`src/rtl/instr_fetch.sv`:
```
// Fetch stage: holds the PC, addresses instr_mem, and registers the returned word with its PC.
// Handles stall, jump/branch redirects (one-slot squash) and a terminal halt past the program end.
module instr_fetch #(
  parameter int unsigned ADDR_W    = 6,
  parameter logic [31:0] RESET_PC  = 32'h0000_0000,
  parameter int unsigned NUM_INSTR = 18
) (
  input  logic              clk,
  input  logic              reset,
  input  logic              stall,
  input  logic              branch_taken,
  input  logic [31:0]       branch_offset,
  input  logic              jump,
  input  logic [25:0]       jump_target,
  output logic [ADDR_W-1:0] imem_addr,
  input  logic [31:0]       imem_rd,
  output logic [31:0]       pc_out,
  output logic [31:0]       instr,
  output logic              instr_valid,
  output logic              halted,
  output logic [15:0]       fetch_count
);

  localparam int unsigned CNT_W = 16;

  typedef enum logic [1:0] {
    IDLE = 2'd0,
    RUN  = 2'd1,
    HALT = 2'd2
  } state_t;

  state_t           state_q, state_d;
  logic [31:0]      pc_q, pc_d;
  logic [31:0]      pc_out_d;
  logic [31:0]      instr_d;
  logic             valid_d;
  logic             halted_d;
  logic [CNT_W-1:0] count_d;

  logic [31:0]      link_pc;
  logic [31:0]      branch_pc;
  logic [31:0]      jump_pc;
  logic             past_end;
  logic [CNT_W-1:0] count_inc;

  // Redirect targets are relative to the instruction currently presented downstream.
  assign link_pc   = pc_out + 32'd4;
  assign branch_pc = link_pc + 32'(branch_offset << 2);
  assign jump_pc   = {link_pc[31:28], jump_target, 2'b00};
  assign past_end  = (pc_q[31:2] >= 30'(NUM_INSTR));
  assign count_inc = (fetch_count == {CNT_W{1'b1}}) ? fetch_count : fetch_count + CNT_W'(1);

  assign imem_addr = pc_q[ADDR_W+1:2];

  always_ff @(posedge clk) begin
    if (reset) begin
      state_q     <= IDLE;
      pc_q        <= RESET_PC;
      pc_out      <= 32'd0;
      instr       <= 32'd0;
      instr_valid <= 1'b0;
      halted      <= 1'b0;
      fetch_count <= '0;
    end else begin
      state_q     <= state_d;
      pc_q        <= pc_d;
      pc_out      <= pc_out_d;
      instr       <= instr_d;
      instr_valid <= valid_d;
      halted      <= halted_d;
      fetch_count <= count_d;
    end
  end

  always_comb begin
    state_d  = state_q;
    pc_d     = pc_q;
    pc_out_d = pc_out;
    instr_d  = instr;
    valid_d  = instr_valid;
    halted_d = halted;
    count_d  = fetch_count;

    case (state_q)
      IDLE: state_d = RUN;

      RUN: begin
        if (!stall) begin
          if (jump) begin
            pc_d    = jump_pc;
            valid_d = 1'b0;
          end else if (branch_taken) begin
            pc_d    = branch_pc;
            valid_d = 1'b0;
          end else if (past_end) begin
            state_d  = HALT;
            valid_d  = 1'b0;
            halted_d = 1'b1;
          end else begin
            instr_d  = imem_rd;
            pc_out_d = pc_q;
            valid_d  = 1'b1;
            pc_d     = pc_q + 32'd4;
            count_d  = count_inc;
          end
        end
      end

      HALT: begin
        valid_d  = 1'b0;
        halted_d = 1'b1;
      end

      default: state_d = IDLE;
    endcase
  end

endmodule

```
`config.mk`:
```
export PLATFORM = sky130hd
export DESIGN_NAME = instr_fetch
export DESIGN_NICKNAME = d
export VERILOG_FILES = /design/src/rtl/instr_fetch.sv
export SDC_FILE = /design/constraint.sdc
export NUM_CORES = 1
export LEC_CHECK = 0
export CORE_UTILIZATION = 54
export DETAILED_ROUTE_END_ITERATION = 8
export PLACE_DENSITY = 0.95
export RECOVER_POWER = 50
export SYNTH_ARGS = -nofsm -noshare
export SYNTH_HDL_FRONTEND = slang
export SYNTH_SLANG_ARGS = --single-unit
```
`constraint.sdc`:
```
create_clock -name clk -period 5.9 [get_ports clk]
set_input_delay 1.18 -clock clk [delete_from_list [all_inputs] [get_ports clk]]
set_output_delay 1.18 -clock clk [all_outputs]
set_load 0.005 [all_outputs]
```
==> results of run 1 <==
==> worst max-delay path, delay by kind of cell <==
kind	cells	cell delay [ps]
buffers and inverters	3	2030
AOI/OAI and AO/OA	1	80
and+or+nand+nor	5	1640
==> through the flow <==
| step | util [%] | cells | hold WS (ps) |
|---|---|---|---|
| 2_1_floorplan | - | 929 | 432.3 |
| 3_3_place_gp | 70.60 | 1236 | 438.1 |
| 3_5_place_dp | 70.60 | 1236 | 442.1 |
| 4_1_cts | 74.78 | 1267 | 449.0 |
| 5_1_grt | 74.49 | 1267 | 470.1 |
| 6_report | 74.49 | 1267 | 441.8 |
==> metal layers <==
| metal | wire length (µm) | GRT usage (%) |
|---|---|---|
| met5 | 0 | 0 |
| met4 | 848 | 15.06 |
| met3 | 1674 | 7.364 |
| met2 | 10080 | 49.48 |
| met1 | 8993 | 39.20 |
==> Yosys cell counts (all sizes together), types with 3 or more instances <==
master and number:
ha 38, o21bai 5, clkbuf 39, o211ai 14, a22oi 4, nor2 72, nand4 18, a311oi 3
xor2 37, dfxtp 116, a221o 3, mux2i 3, o31ai 3, and4 8, a31oi 10, a211oi 18
nand3 52, inv 16, a21o 15, a21oi 93, o221ai 3, nand2 143, nor4 9, and3 14
xnor2 44, buf 15, or3 8, nor3 18, or2 4, and2 31, nand2b 5, o21ai 36
a211o 4
==> layout make-up <==
cell class                 count  area (µm²)
inverter                      16       60.06
fill                         899        3272
clock buffer                  21       450.4
tap                          172       215.2
timing repair buffer         189        1849
multi-input combinational    743        4571
sequential                   116        2322
clock inverter                10       85.08
==> final timing paths <==
path,from,end,depth (start not counted)
max,jump,pc_q[16],9
min,halted,halted,2
max reg2reg,pc_out[4],pc_q[25],13
min reg2reg,halted,halted,2
==> logic make-up after synthesis <==
family	after synthesis	synth area share, %
compound gates	230	20.39
xor+xnor	81	9.840
fa+ha+maj	39	6.873
buf+inv	70	4.078
flops	116	32.21
mux	5	0.7289
simple gates	388	25.88
==> where the power goes <==
group | internal, W | switching (W) | total [W]
clock | 0.000582 | 0.000369 | 0.000951
sequential | 0.000800 | 0.0000203 | 0.000820
combinational | 0.000113 | 0.000117 | 0.000229
total | 0.00149 | 0.000506 | 0.00200
==> cells in the final DEF, fill, tap and decap left out, drive strengths merged, types with 25 or more instances in the layout <==
cell type      synthesis  layout
a21oi                 93      93
and2                  31      31
clkbuf                39      25
clkdlybuf4s50          0      90
dfxtp                116     116
dlygate4sd3            0      89
ha                    38      38
nand2                143     143
nand3                 52      52
nor2                  72      72
o21ai                 36      36
xnor2                 44      44
xor2                  37      37
==> flip-flops by register name (all words and copies together), names as in the netlist <==
| signal | cells |
|---|---|
| pc_out | 32 |
| fetch_count | 16 |
| state_q | 2 |
| halted | 1 |
| instr | 32 |
| pc_q | 32 |
| instr_valid | 1 |
==> impl_metrics.env, run 1 <==
export IMPL_cpPeakStageDelay_ps=780
export IMPL_min_period_ps=4643
export IMPL_area_growth_pct=32.51
export IMPL_cap_violations=0
export IMPL_crit_path_max_fanout=18
export IMPL_synth_yosys_seq_area_share_pct=32.21
export IMPL_postCtsSetupBuffers=0
export IMPL_cts_num_sinks=116
export IMPL_die_x_um=117.5
export IMPL_cts_repair_resized=0
export IMPL_synth_flop_cell="dfxtp_1"
export IMPL_status="finished clean"
export IMPL_die_area_um2=13820
export IMPL_cts_buffers=17
export IMPL_worstSetupStartpointType="input port"
export IMPL_via_per_inst=5.971
export IMPL_hold_violations=0
export IMPL_leakage_nw=3.934
export IMPL_dpl_cell_area_um2=9055
export IMPL_synthArstFlopShare_pct=0
export IMPL_yosysTopAreaCellShare_pct=32.21
export IMPL_yosysUniqueCellTypes=64
export IMPL_synth_edff_count=0
export IMPL_crit_path_top_delay_cell="nor2_1"
export IMPL_pre_cts_slack_ps=1756
export IMPL_finalNetCount=1217
export IMPL_power_density_nw_per_um2=209.3
export IMPL_rsz0062_at_grt="false"
export IMPL_required_ps=6200
export IMPL_grt_pass1_wl_um=34870
export IMPL_crit_type="in2reg"
export IMPL_port_buffer_count=180
export IMPL_fin_skew_ps=6.635
export IMPL_reg2reg_slack_ps=1970
export IMPL_dieHeight_um=117.5
export IMPL_drv_slew=0
export IMPL_tns_ps=0
export IMPL_ctsHoldBuffers=0
export IMPL_grt_pass1_vias=7064
export IMPL_avgSynthCellArea_um2=7.760
export IMPL_timing_fmax_ghz=0.2154
export IMPL_cts_root_buf="clkbuf_16"
export IMPL_design_area_um2=9553
export IMPL_layout_setup_ws_ps=1257
export IMPL_via_count=7565
export IMPL_worst_setup_path_end_kind="flip-flop"
export IMPL_drc_errors=0
export IMPL_cpMostUsedCell="nor2_1"
export IMPL_start_util_pct=56.21
export IMPL_netlist_area_um2=7209
export IMPL_hp_class="reg2reg"
export IMPL_worstPathArrival_ps=4940
export IMPL_syn_inst=929
export IMPL_cts_buffer_depth=2
export IMPL_dp_hpwl_um=15550
export IMPL_synth_top_area_cell="dfxtp_1"
export IMPL_ios=183
export IMPL_irDropWorstVdd_mv=0.1884
export IMPL_drt_pass1_iterations=5
export IMPL_yosys_warnings=0
export IMPL_grt_ovfl_total=0
export IMPL_wirelength_um=21600
export IMPL_p_total_w=0.002000
export IMPL_synth_nets=1063
export IMPL_ys_top_cells_by_area="dfxtp_1, nand2_1, ha_1"
export IMPL_min_period_over_period_pct=78.69
export IMPL_setup_viol_count_final=0
export IMPL_path_cells="dlygate4sd3_1 -> clkbuf_1 -> or2_0 -> nor2_1 -> nor2_1 -> clkbuf_1 -> nor2_1 -> nand2_1 -> o21ai_0"
export IMPL_worst_pin_slew_ps=1141
export IMPL_insertion_delay_ps=420
export IMPL_core_um2=12820
export IMPL_drt_wirelength_per_cell_um=17.04
export IMPL_drt_initial_drc_count=756
export IMPL_antenna_found_initial=0
export IMPL_cts_max_level=4
export IMPL_grt_max_degree=44
export IMPL_ant_nets=0
export IMPL_clk_pin_slew_ps=50
export IMPL_cts_tree="yes"
export IMPL_yosys_register_bits=116
export IMPL_num_antenna_cells=0
export IMPL_slew_headroom_pct=23.72
export IMPL_grt_usage_pct=31.01
export IMPL_row_count=41
export IMPL_drive_above_1_share_pct=4.566
export IMPL_routabilityCongestion=0.9521
No activity file was read; power rests on OpenSTA's default activity.
==> run 2, diff against run 1 <==
- CORE_UTILIZATION: 54 -> 45
- PLACE_DENSITY: 0.95 -> 0.87
- clock period: 5.9 -> 4.1 ns (I/O delays scaled with it)
==> impl_metrics.env, run 2 (synthesis gave the netlist of run 1 again) <==
export IMPL_worst_setup_path_end_kind="flip-flop"
export IMPL_start_util_pct=46.73
export IMPL_cts_max_level=4
export IMPL_postCtsSetupBuffers=0
export IMPL_drive_above_1_share_pct=6.069
export IMPL_worstPathArrival_ps=4240
export IMPL_worst_pin_slew_ps=947.6
export IMPL_min_period_over_period_pct=95.21
export IMPL_tns_ps=0
export IMPL_die_area_um2=16530
export IMPL_row_count=45
export IMPL_leakage_nw=4.014
export IMPL_grt_pass1_vias=6799
export IMPL_wl_met3_um=1455
export IMPL_via_count=7424
export IMPL_grt_ovfl_total=0
export IMPL_dp_hpwl_um=15690
export IMPL_via_per_inst=5.646
export IMPL_drt_pass1_iterations=5
export IMPL_final_cell_mix="nand2_1, dfxtp_1, a21oi_1, clkdlybuf4s50_1, dlygate4sd3_1"
export IMPL_wirelength_met1_um=9430
export IMPL_irDropWorstVdd_mv=0.3006
export IMPL_drt_initial_drc_count=631
export IMPL_setup_viol_count_final=0
export IMPL_cts_buffer_depth=2
export IMPL_port_buffer_count=180
export IMPL_crit_type="reg2reg"
export IMPL_worstSetupStartpointType="flip-flop"
export IMPL_topRoutingLayerUsed="met4"
export IMPL_rsz0062_at_grt="false"
export IMPL_die_x_um=128.6
export IMPL_area_growth_pct=35.35
export IMPL_hp_class="reg2reg"
export IMPL_ant_nets=0
export IMPL_num_antenna_cells=0
export IMPL_antenna_found_initial=0
export IMPL_route_met2_wl_um=10250
export IMPL_final_util_pct=63.25
export IMPL_fin_skew_ps=6.628
export IMPL_cts_buffers=17
export IMPL_slew_headroom_pct=36.83
export IMPL_grt_max_degree=50
export IMPL_min_period_ps=3904
export IMPL_finalNetCount=1225
export IMPL_power_density_nw_per_um2=314.7
export IMPL_timing_fmax_ghz=0.2562
export IMPL_cts_num_sinks=116
export IMPL_drc_errors=0
export IMPL_layout_commonest_cell="nand2_1"
export IMPL_cts_tree="yes"
export IMPL_cap_violations=0
export IMPL_ctsHoldBuffers=0
export IMPL_grt_usage_pct=26.48
export IMPL_ios=183
export IMPL_grt_pass1_wl_um=34590
export IMPL_core_um2=15430
export IMPL_status="finished clean"
export IMPL_dieHeight_um=128.6
export IMPL_drv_slew=0
export IMPL_drt_wirelength_per_cell_um=16.51
export IMPL_reg_top3="instr (32), pc_out (32), pc_q (32)"
export IMPL_cts_repair_resized=0
export IMPL_hold_violations=0
export IMPL_required_ps=4440
export IMPL_n_fill_cell=1322
export IMPL_insertion_delay_ps=420
export IMPL_routabilityCongestion=0.8992
export IMPL_crit_path_max_fanout=7
export IMPL_cts_root_buf="clkbuf_16"
export IMPL_clk_pin_slew_ps=60
export IMPL_wirelength_um=21710
-- run 2: changes by cell type in the layout (fill, tap and decap cells not counted), moves of 2 or more --
cell	delta
dlygate4sd3_1	-2
clkbuf_1	-4
clkdlybuf4s50_1	+2
inv_6	+4
clkinv_2	-3
clkinvlp_4	-2
bufinv_16	+2
clkinv_4	+3
buf_4	+9
-- run 2: metrics by stage --
step	total power, W	area (µm²)	worst slack (ps)	cells	hold slack, ps
floorplan	0.001378	7209	696.6	929	432.3
global placement	0.001531	9164	333.5	1283	436.1
detailed placement	0.001537	9164	317.2	1283	446.3
CTS	0.003087	9779	293.7	1315	453.8
global route	0.003174	9758	13.19	1315	469.9
finish	0.003071	9758	196.2	1315	446.8
-- run 2: area by class of cell --
| class | instances | area (µm²) | area share, % |
|---|---|---|---|
| clock buffer | 18 | 439.2 | 4.501 |
| clock inverter | 14 | 176.4 | 1.808 |
| inverter | 16 | 60.06 | 0.6155 |
| multi-input combinational | 743 | 4583 | 46.97 |
| sequential | 116 | 2322 | 23.80 |
| tap | 211 | 264.0 | 2.705 |
| timing repair buffer | 197 | 1913 | 19.61 |
-- run 2: where the power goes --
group / internal, W / leakage, nW / switching (W)
clock network: 0.000978 / 0.298 / 0.000578
registers: 0.00115 / 0.938 / 0.0000296
logic: 0.000166 / 2.78 / 0.000169
-- run 2: worst paths after layout --
| check | from | end | slack [ps] | cells after the start |
|---|---|---|---|---|
| worst max-delay path | pc_out[12] | pc_q[31] | 200 | 14 |
| worst min register to register | halted | halted | 450 | 2 |
| worst min-delay path | halted | halted | 450 | 2 |
| worst max register to register | pc_out[12] | pc_q[31] | 200 | 14 |
-- run 2: worst max-delay path, stage by stage, from the launching register on --
cell and delay [ps]:
dfxtp_1 420, and4_1 300, nand4_2 180, or2_2 360, nor2_1 160, nand2_1 90
xnor2_1 130, ha_1 400, nand4_1 200, or3_1 420, o21ai_0 300, o221ai_1 280
xor2_1 210, and3_1 200, o31ai_1 170
-- run 2: metal layers --
layer / GRT usage [%] / vias to the layer above
met5: 0 / -
met4: 9.965 / 0
met3: 4.657 / 52
met2: 42.80 / 283
met1: 35.23 / 3466
li1: - / 3623
==> run 3, diff against run 2 <==
--- a/constraint.sdc
+++ b/constraint.sdc
@@ -3,2 +3,2 @@
 set_output_delay 0.82 -clock clk [all_outputs]
-set_load 0.005 [all_outputs]
+set_load 0.01 [all_outputs]
==> impl_metrics.env, run 3 (synthesis gave the netlist of run 1 again) <==
export IMPL_hold_violations=0
export IMPL_route_met2_wl_um=10280
export IMPL_irDropWorstVdd_mv=0.3005
export IMPL_fin_skew_ps=6.638
export IMPL_ctsHoldBuffers=0
export IMPL_finalNetCount=1225
export IMPL_wirelength_um=21760
export IMPL_timing_fmax_ghz=0.2596
export IMPL_drt_wirelength_per_cell_um=16.55
export IMPL_die_x_um=128.6
export IMPL_dieHeight_um=128.6
export IMPL_via_per_inst=5.653
export IMPL_hp_class="reg2reg"
export IMPL_row_count=45
export IMPL_rsz0062_at_grt="false"
export IMPL_setup_viol_count_final=0
export IMPL_start_util_pct=46.73
export IMPL_wirelength_met1_um=9452
export IMPL_n_fill_cell=1320
export IMPL_power_density_nw_per_um2=315.2
export IMPL_crit_path_max_fanout=7
export IMPL_min_period_over_period_pct=93.94
export IMPL_drv_slew=0
export IMPL_area_growth_pct=35.40
export IMPL_crit_type="reg2reg"
export IMPL_num_antenna_cells=0
export IMPL_ios=183
export IMPL_design_area_um2=9762
export IMPL_required_ps=4440
export IMPL_leakage_nw=4.021
export IMPL_cap_violations=0
export IMPL_cts_buffers=17
export IMPL_reg_top3="instr (32), pc_out (32), pc_q (32)"
export IMPL_crit_path_top_delay_cell="or3_1"
export IMPL_core_um2=15430
export IMPL_worst_pin_slew_ps=959.3
export IMPL_die_area_um2=16530
export IMPL_grt_usage_pct=26.48
export IMPL_dpl_cell_area_um2=9164
export IMPL_tns_ps=0
export IMPL_cts_max_level=4
export IMPL_min_period_ps=3851
export IMPL_wl_met3_um=1519
export IMPL_grt_max_degree=50
export IMPL_insertion_delay_ps=420
export IMPL_layout_commonest_cell="nand2_1"
export IMPL_crit_buf_inv=0
export IMPL_drt_pass1_iterations=7
export IMPL_ant_nets=0
export IMPL_cpPeakStageDelay_ps=430
export IMPL_antenna_found_initial=0
export IMPL_dp_hpwl_um=15690
export IMPL_topRoutingLayerUsed="met4"
export IMPL_grt_pass1_wl_um=34590
export IMPL_cts_root_buf="clkbuf_16"
export IMPL_cts_num_sinks=116
export IMPL_clk_pin_slew_ps=60
export IMPL_status="finished clean"
export IMPL_path_cells="and4_1 -> nand4_2 -> or2_2 -> nor2_1 -> nand2_1 -> xnor2_1 -> ha_1 -> nand4_1 -> or3_1 -> o21ai_0 -> o221ai_1 -> xor2_1 -> and3_1 -> o31ai_1"
export IMPL_drc_errors=0
export IMPL_cts_tree="yes"
export IMPL_worstSetupStartpointType="flip-flop"
export IMPL_drive_above_1_share_pct=6.159
export IMPL_cp_top_family="simple AND/OR/NAND/NOR gates"
export IMPL_final_cell_mix="nand2_1, dfxtp_1, a21oi_1, clkdlybuf4s50_1, dlygate4sd3_1"
export IMPL_drt_initial_drc_count=655
export IMPL_routabilityCongestion=0.8992
export IMPL_cts_buffer_depth=2
export IMPL_grt_pass1_vias=6799
export IMPL_grt_ovfl_total=0
export IMPL_worst_setup_path_end_kind="flip-flop"
export IMPL_via_count=7434
export IMPL_slew_headroom_pct=36.05
export IMPL_worstPathArrival_ps=4190
export IMPL_port_buffer_count=180
==> run 3: through the flow <==
stage               hold WS (ps)  total power (W)  std cells  worst slack (ps)  util [%]
global placement           436.1         0.001534       1283             333.5     59.40
global route               469.9         0.003177       1315             13.19     63.28
floorplan                  432.3         0.001381        929             645.6         -
CTS                        453.8         0.003089       1315             293.7     63.39
finish                     446.7         0.003077       1315             248.6     63.28
detailed placement         446.3         0.001539       1283             317.2     59.40
==> run 3: metal layers <==
| layer | track usage, % | up-vias |
|---|---|---|
| met5 | 0 | - |
| met4 | 9.965 | 0 |
| met3 | 4.657 | 42 |
| met2 | 42.80 | 299 |
| met1 | 35.23 | 3465 |
| li1 | - | 3628 |
==> run 3: report_power, final <==
group          leakage [nW]  total (W)  switching (W)  internal, W
Clock                 0.298    0.00156       0.000581     0.000979
Combinational          2.79   0.000337       0.000171     0.000166
Sequential            0.938    0.00118      0.0000298      0.00115
==> run 3: worst register-to-register path: stages, from the launching register on <==
cell and delay, ps:
dfxtp_1 420, and4_1 300, nand4_2 190, or2_2 370, nor2_1 160, nand2_1 90
xnor2_1 130, ha_1 400, nand4_1 200, or3_1 430, o21ai_0 270, o221ai_1 250
xor2_1 200, and3_1 200, o31ai_1 170
==> run 3: repair_timing <==
item | CTS | global route
endpoints found under the setup margin | 0 | 2
gates resized for setup | 0 | 2
buffers inserted | 0 | 0
==> run 3: final cells by class <==
| cell class | instances | area [µm²] | area share, % |
|---|---|---|---|
| Inverter | 16 | 60.06 | 0.6152 |
| Multi-Input combinational cell | 743 | 4583 | 46.95 |
| Sequential cell | 116 | 2322 | 23.79 |
| Tap cell | 211 | 264.0 | 2.704 |
| Timing Repair Buffer | 197 | 1917 | 19.64 |
| Clock inverter | 14 | 176.4 | 1.807 |
| Clock buffer | 18 | 439.2 | 4.499 |
==> run 3: final timing paths <==
check                                end  depth (start not counted)  startpoint  slack, ps
worst max-delay path            pc_q[31]                         14  pc_out[12]        250
worst min register to register    halted                          2      halted        450
worst min-delay path              halted                          2      halted        450
worst max register to register  pc_q[31]                         14  pc_out[12]        250
